--- src/rtl/uart_serial_pkg.sv ---
// Shared definitions for the UART: FSM state encoding and default bit period.
// Latency: n/a (package only).
// Backpressure: n/a (package only).
package uart_serial_pkg;

   // Both TX and RX FSMs walk the same four frame phases.
   typedef enum logic [1:0] {
      ST_IDLE  = 2'd0,
      ST_START = 2'd1,
      ST_DATA  = 2'd2,
      ST_STOP  = 2'd3
   } uart_state_t;

   // 12 MHz raw clock / 115200 baud.
   localparam int unsigned DEFAULT_DIVISOR = 104;

endpackage

--- src/rtl/uart_rx.sv ---
// 8N1 receiver: synchronizes rx, mid-bit samples each bit, posts bytes with sticky flags.
// Latency: byte visible the edge after the stop-bit mid-point sample (~9.5 bits + 3 sync cycles).
// Backpressure: none on the line; an unacknowledged byte is kept and later bytes set rx_overrun.
module uart_rx
   import uart_serial_pkg::*;
#(
   parameter int unsigned DIVISOR = DEFAULT_DIVISOR
) (
   input  logic       raw_clk,
   input  logic       reset,
   input  logic       rx,
   input  logic       rx_ack,
   output logic [7:0] rx_data,
   output logic       rx_ready,
   output logic       rx_overrun,
   output logic       rx_frame_error
);

   localparam logic [15:0] BIT_LAST  = 16'(DIVISOR - 1);
   localparam logic [15:0] HALF_LAST = 16'(DIVISOR / 2 - 1);

   uart_state_t state_q;
   logic [15:0] timer_q;
   logic [15:0] timer_d;
   logic [2:0]  idx_q;
   logic [7:0]  shreg_q;
   logic [7:0]  data_q;
   logic        ready_q, overrun_q, ferr_q;
   logic        sync1_q, sync2_q, prev_q;

   assign timer_d = timer_q + 16'd1;

   // Synchronize rx, track its previous value for edge detect, and run the receive FSM.
   // The edge detector needs a high level before a low one, so after a framing
   // error on a stuck-low line the FSM only re-arms once rx has returned high.
   always_ff @(posedge raw_clk) begin
      if (reset) begin
         state_q   <= ST_IDLE;
         timer_q   <= '0;
         idx_q     <= '0;
         shreg_q   <= '0;
         data_q    <= '0;
         ready_q   <= 1'b0;
         overrun_q <= 1'b0;
         ferr_q    <= 1'b0;
         sync1_q   <= 1'b1;
         sync2_q   <= 1'b1;
         prev_q    <= 1'b1;
      end else begin
         sync1_q <= rx;
         sync2_q <= sync1_q;
         prev_q  <= sync2_q;

         // Acknowledge clears every sticky flag; a completion below on the same
         // edge overrides this because its assignments come later.
         if (rx_ack) begin
            ready_q   <= 1'b0;
            overrun_q <= 1'b0;
            ferr_q    <= 1'b0;
         end

         case (state_q)
            ST_IDLE: begin
               if (prev_q && !sync2_q) begin
                  state_q <= ST_START;
                  timer_q <= '0;
               end
            end
            ST_START: begin
               if (timer_q == HALF_LAST) begin
                  timer_q <= '0;
                  idx_q   <= '0;
                  // A high level at the start mid-point means a glitch, not a frame.
                  state_q <= sync2_q ? ST_IDLE : ST_DATA;
               end else begin
                  timer_q <= timer_d;
               end
            end
            ST_DATA: begin
               if (timer_q == BIT_LAST) begin
                  timer_q <= '0;
                  shreg_q <= {sync2_q, shreg_q[7:1]};
                  idx_q   <= idx_q + 3'd1;
                  if (idx_q == 3'd7) state_q <= ST_STOP;
               end else begin
                  timer_q <= timer_d;
               end
            end
            ST_STOP: begin
               if (timer_q == BIT_LAST) begin
                  // Leave half a bit early so the next start edge is never missed.
                  timer_q <= '0;
                  state_q <= ST_IDLE;
                  if (!sync2_q) begin
                     ferr_q <= 1'b1;
                  end else if (ready_q && !rx_ack) begin
                     overrun_q <= 1'b1;
                  end else begin
                     data_q    <= shreg_q;
                     ready_q   <= 1'b1;
                     overrun_q <= 1'b0;
                  end
               end else begin
                  timer_q <= timer_d;
               end
            end
         endcase
      end
   end

   assign rx_data        = data_q;
   assign rx_ready       = ready_q;
   assign rx_overrun     = overrun_q;
   assign rx_frame_error = ferr_q;

endmodule

--- src/rtl/uart_serial.sv ---
// Full-duplex 8N1 UART: transmit FSM here, receive path in uart_rx.
// Latency: tx goes low on the edge that accepts tx_start; frame occupies 10*DIVISOR cycles.
// Backpressure: tx_busy holds off new requests; tx_start is a level held until tx_busy is seen.
module uart_serial
   import uart_serial_pkg::*;
#(
   parameter int unsigned DIVISOR = DEFAULT_DIVISOR
) (
   input  logic       raw_clk,
   input  logic       reset,
   input  logic       tx_start,
   input  logic [7:0] tx_data,
   output logic       tx_busy,
   output logic       tx,
   input  logic       rx,
   output logic [7:0] rx_data,
   output logic       rx_ready,
   input  logic       rx_ack,
   output logic       rx_overrun,
   output logic       rx_frame_error
);

   localparam logic [15:0] BIT_LAST = 16'(DIVISOR - 1);

   uart_state_t state_q;
   logic [15:0] timer_q;
   logic [15:0] timer_d;
   logic [2:0]  idx_q;
   logic [7:0]  shreg_q;
   logic        tx_q;
   logic        busy_q;

   assign timer_d = timer_q + 16'd1;

   // Transmit FSM; the byte is captured into a private shift register at frame
   // start so later tx_data changes cannot disturb the frame in flight.
   always_ff @(posedge raw_clk) begin
      if (reset) begin
         state_q <= ST_IDLE;
         timer_q <= '0;
         idx_q   <= '0;
         shreg_q <= '0;
         tx_q    <= 1'b1;
         busy_q  <= 1'b0;
      end else begin
         case (state_q)
            ST_IDLE: begin
               if (tx_start) begin
                  shreg_q <= tx_data;
                  tx_q    <= 1'b0;
                  busy_q  <= 1'b1;
                  timer_q <= '0;
                  idx_q   <= '0;
                  state_q <= ST_START;
               end
            end
            ST_START: begin
               if (timer_q == BIT_LAST) begin
                  timer_q <= '0;
                  tx_q    <= shreg_q[0];
                  state_q <= ST_DATA;
               end else begin
                  timer_q <= timer_d;
               end
            end
            ST_DATA: begin
               if (timer_q == BIT_LAST) begin
                  timer_q <= '0;
                  shreg_q <= {1'b0, shreg_q[7:1]};
                  idx_q   <= idx_q + 3'd1;
                  if (idx_q == 3'd7) begin
                     tx_q    <= 1'b1;
                     state_q <= ST_STOP;
                  end else begin
                     tx_q <= shreg_q[1];
                  end
               end else begin
                  timer_q <= timer_d;
               end
            end
            ST_STOP: begin
               if (timer_q == BIT_LAST) begin
                  timer_q <= '0;
                  busy_q  <= 1'b0;
                  state_q <= ST_IDLE;
               end else begin
                  timer_q <= timer_d;
               end
            end
         endcase
      end
   end

   assign tx      = tx_q;
   assign tx_busy = busy_q;

   uart_rx #(
      .DIVISOR (DIVISOR)
   ) u_rx (
      .raw_clk        (raw_clk),
      .reset          (reset),
      .rx             (rx),
      .rx_ack         (rx_ack),
      .rx_data        (rx_data),
      .rx_ready       (rx_ready),
      .rx_overrun     (rx_overrun),
      .rx_frame_error (rx_frame_error)
   );

endmodule

--- config.mk ---
export PLATFORM = sky130hd
export DESIGN_NAME = uart_serial
export DESIGN_NICKNAME = d
export VERILOG_FILES = /design/src/rtl/uart_serial_pkg.sv /design/src/rtl/uart_rx.sv /design/src/rtl/uart_serial.sv
export SDC_FILE = /design/constraint.sdc
export NUM_CORES = 1
export LEC_CHECK = 0
export CELL_PAD_IN_SITES_DETAIL_PLACEMENT = 0
export CELL_PAD_IN_SITES_GLOBAL_PLACEMENT = 2
export CORE_MARGIN = 3
export CORE_UTILIZATION = 39
export CTS_CLUSTER_SIZE = 10
export DETAILED_ROUTE_END_ITERATION = 8
export GPL_TIMING_DRIVEN = 0
export PLACE_DENSITY_LB_ADDON = 0.1
export SLEW_MARGIN = 10
export SYNTH_ARGS = -nofsm -noshare
export SYNTH_HDL_FRONTEND = slang
export SYNTH_HIERARCHICAL = 1
export SYNTH_SLANG_ARGS = --single-unit
--- constraint.sdc ---
create_clock -name raw_clk -period 3.76 [get_ports raw_clk]
set_input_delay 0.752 -clock raw_clk [delete_from_list [all_inputs] [get_ports raw_clk]]
set_output_delay 0.752 -clock raw_clk [all_outputs]
set_load 0.01 [all_outputs]
**Yosys cells after proc, flatten, opt, wreduce, memory -nomap -nowiden**

Index checks and enable logic that the tools add are counted.

- Register bits: 74
- Bits in latches: 0
- RAM bits: 0
- ROM bits: 0
- Bits of input ports: 13
- Output and inout bits: 13
- Word-level logic and storage cells: 114
- Memories: 0

- $add $sub $neg: 4
- $mul: 0
- Divide/modulo/power cells: 0
- Order comparisons: 0
- Equality and inequality tests: 21
- Shift operators: 0
- Mux-type cells: 51
- Bitwise logic cells: 1
- Reductions and logical operators: 20

Operators with widths:

| operator | number |
|---|---|
| $mux 16 | 5 |
| $pmux 16 s3 | 1 |
| $add 16x1->16 const B | 2 |
| $eq 16x7->1 const B | 2 |
| $pmux 16 s2 | 1 |
| $mux 2 | 11 |
| $mux 1 | 20 |
| $eq 16x6->1 const B | 1 |
| $mux 8 | 2 |
| $pmux 2 s4 | 2 |
| $pmux 8 s2 | 1 |
| $mux 3 | 4 |
| $pmux 3 s2 | 2 |
| $ne 2x1->1 const B | 5 |
| $ne 2x2->1 const B | 5 |
| $reduce_and 5->1 | 2 |
| $reduce_and 3->1 | 3 |
| $eq 2x2->1 const B | 4 |
| $reduce_and 4->1 | 2 |
| $add 3x1->3 const B | 2 |
| $eq 3x3->1 const B | 2 |
| $reduce_bool 2->1 | 3 |
| $eq 2x1->1 const B | 2 |
| $logic_not 2->1 | 2 |
| other kinds (9) | 11 |

**Depth between registers and ports, before layout**

- Word-level depth: 6
- Gate-level depth with buffers: 8

**Hierarchy**

Netlist, hierarchy kept.

By module, submodules not included:

| module | times used | cells each | area an instance (um^2) | seq. area each (um^2) |
|---|---|---|---|---|
| uart_rx | 1 | 211 | 1991.9 | 860.8 |
| uart_serial | 1 | 192 | 1585.3 | 620.6 |

**Worst setup path before layout**

Ideal clock, no wire load.

- Path type: register -> register
- From: register state_q[0] (netlist name)
- To: register timer_q[14] (netlist name)
- Library setup time: 0.071 ns
- Data arrival time: 2.019 ns
- Slack: 1.671 ns
- Cell stages (with the launch flop): 9
- Buffers on the path: 2
- Clock period less this slack: 2.089 ns
- Cells stage by stage: dfxtp_1 inv_1 ha_1 nor2b_4 buf_6 or4b_1 buf_2 or3_1 a21oi_1

==> impl_metrics.json <==
{
  "fmax_mhz": 421,
  "wirelength_um": 7950,
  "area_delta_synth_final_pct": 16.0,
  "clock_latency_ns": 0.36,
  "drc": 0,
  "muxShareOfSynthArea": 0.0616,
  "critPathMaxFanout": 10,
  "pre_cts_ws_ns": 1.01,
  "core_area_um2": 8810,
  "skew_ns": 0.0100,
  "p_clk_frac": 0.317,
  "yosys.area_share.simple": 0.267,
  "status": "completed",
  "async_reset_ff_frac": 0,
  "synth-edff-count": 0,
  "synth_nets": 427,
  "comb_power_share": 0.222,
  "hold_viol": 0,
  "antenna_found_initial": 0,
  "vias_per_cell": 5.47,
  "fin_ws_ns": 1.39,
  "synth.avg_cell_area_um2": 8.88,
  "grt_overflow": 0,
  "intPower_mw": 1.26,
  "synth_area_um2": 3580,
  "critPathCaptureType": "flip-flop",
  "irDropWorstVdd_uv": 257,
  "power_density_nw_per_um2": 456,
  "arrival_ns": 2.66,
  "drtPass1Iterations": 4,
  "cp_slowest_cell": "clkdlybuf4s50_1",
  "chipHeight_um": 102,
  "postCtsHoldBufs": 0,
  "num-fill-cells": 879,
  "yosysUniqueCellTypes": 58,
  "worst_hold_path_type": "reg2reg",
  "htree_num_levels": 3,
  "numPlacedInstances": 536,
  "cts.sinks": 74,
  "post_cts_buffers": 0,
  "io_buffers": 25,
  "track_usage": 0.161,
  "drtAntennaViolNets": 0,
  "synth_xor_area_frac": 0.0220,
  "cts_tree": "built",
  "final_layout_size_suffix_gt1_frac": 0.0923,
  "ys_warn_count": 6,
  "synth_adder_area_share": 0.0385,
  "ys_ff_latch": 74,
  "n_antenna_cell": 0,
  "ios": 26,
  "drv_cap": 0,
  "die_w_um": 102,
  "final_cell_mix": "74 x dfxtp_1, 41 x nor2_1, 36 x nand2_1",
  "drt_iter0_drc": 121,
  "switchingPower_mw": 0.634,
  "worstSetupPathType": "in2reg",
  "netlist_instances": 403,
  "stdcell_count": 552,
  "rows": 34,
  "crit_chain": "clkdlybuf4s50_1, nor2b_4, buf_6, or4b_1, buf_2, or3_1, a21oi_1",
  "startpoint_type": "input port",
  "gp_congestion": 0.793,
  "clk_pin_slew_ns": 0.09,
  "final_max_slew_viol_count": 0,
  "synth_top_family_by_area": "simple AND/OR/NAND/NOR gates",
  "max_slew_margin": 0.528,
  "ys_seq_area_frac": 0.414,
  "tns_ns": 0,
  "final.period_utilization": 0.631,
  "rsz0062_at_grt": "false",
  "max_stage_delay_ns": 0.56,
  "layout_commonest_cell": "dfxtp_1",
  "cts-root-buf": "clkbuf_8",
  "period_minus_slack_ns": 2.37,
  "cts_repair_resize_count": 0,
  "wire_per_inst_um": 14.4,
  "dieArea_um2": 10400,
  "cts_buffer_depth": 2,
  "cellLeakagePower_nw": 1.43,
  "grt_pass1_wl_um": 13300,
  "required_ns": 4.05,
  "hpwlAfterDp_um": 5480,
  "synth_ff_type": "dfxtp_1",
  "switching_share": 0.335,
  "p_seq_frac": 0.460,
  "grt_max_degree": 15,
  "worst_pin_slew_ns": 0.702,
  "synth-compound-area-share": 0.152,
  "grt_pass1_vias": 2665,
  "postLayoutCoreUtil": 0.471,
  "start_util": 0.406,
  "finish.net_count": 463,
  "cts_made_buffers": 9,
  "via_count": 3017,
  "setup_violations": 0
}
==> final cells by class <==
cell class              instances  area [um^2]  area share
plain buffers                  22          123      0.0296
inverters                      10         37.5     0.00905
well taps                     108          135      0.0326
clock inverters                 6         48.8      0.0118
multi-input cells             297         1940       0.467
flip-flops and latches         74         1480       0.357
repair buffers                 25          250      0.0603
clock buffers                  10          138      0.0332
==> Yosys cell counts, types with 6 or more instances <==
library cell   n  area [um^2]
a31oi_1       15         93.8
dfxtp_1       74         1480
nor3_1         6         30.0
or3_1          7         43.8
a21oi_1       25          125
inv_1         10         37.5
nand4_1       20          125
nor2_1        41          154
clkbuf_1      12         45.0
nand3_1       12         60.1
o21ai_0       22          110
mux2i_1       22          220
ha_1          11          138
xnor2_1        6         52.6
nand2_1       36          135
==> power groups by stage <==
stage               logic (mW)  registers (mW)  clock network, mW
global route             0.470           0.877              0.642
CTS                      0.426           0.870              0.620
finish                   0.420           0.870              0.600
detailed placement       0.425           0.888                  0
floorplan                0.296           0.882                  0
global placement         0.425           0.887                  0
==> logic make-up (layout without fill, tap and decap cells) <==
| kind of cell | after synthesis | in the layout |
|---|---|---|
| compound gates | 88 | 88 |
| xor+xnor | 9 | 9 |
| fa+ha+maj | 11 | 11 |
| buf+inv | 32 | 73 |
| flops | 74 | 74 |
| mux | 22 | 22 |
| simple gates | 167 | 167 |
==> per-layer routing <==
layer	vias to the layer above	routed length [um]	track usage
met1	1398	4060	0.230
met3	14	288	0.0399
met4	0	121	0.0552
met5	-	0	0
li1	1556	-	-
met2	49	3480	0.235
==> flip-flops by register name (all words and copies together), names as in the netlist, 2 cells and up, named ones only <==
name	count
idx_q	3
u_rx/idx_q	3
state_q	2
timer_q	16
u_rx/shreg_q	8
shreg_q	8
u_rx/timer_q	16
u_rx/rx_data	8
==> worst paths after layout <==
path                                   start      endpoint  slack (ns)  depth (start not counted)
worst max-delay path                tx_start   timer_q[14]        1.39                          7
worst min-delay path            u_rx/sync1_q  u_rx/sync2_q        0.42                          1
worst max register to register    state_q[0]   timer_q[14]        1.50                          8
worst min register to register  u_rx/sync1_q  u_rx/sync2_q        0.42                          1
==> critical path: cells and delay by family <==
family,cells,cell delay [ns]
AOI/OAI and AO/OA,1,0.13
buffers and inverters,3,0.87
and+or+nand+nor,3,0.90
==> stage by stage <==
stage	power, mW	instance area (um^2)	hold slack [ns]
after global routing	1.99	4150	0.432
after CTS	1.92	4150	0.423
after global placement	1.31	3960	0.390
after detailed placement	1.31	3960	0.395
final	1.89	4150	0.417
after floorplan	1.18	3580	0.389
(Power assumes the default switching activity.)
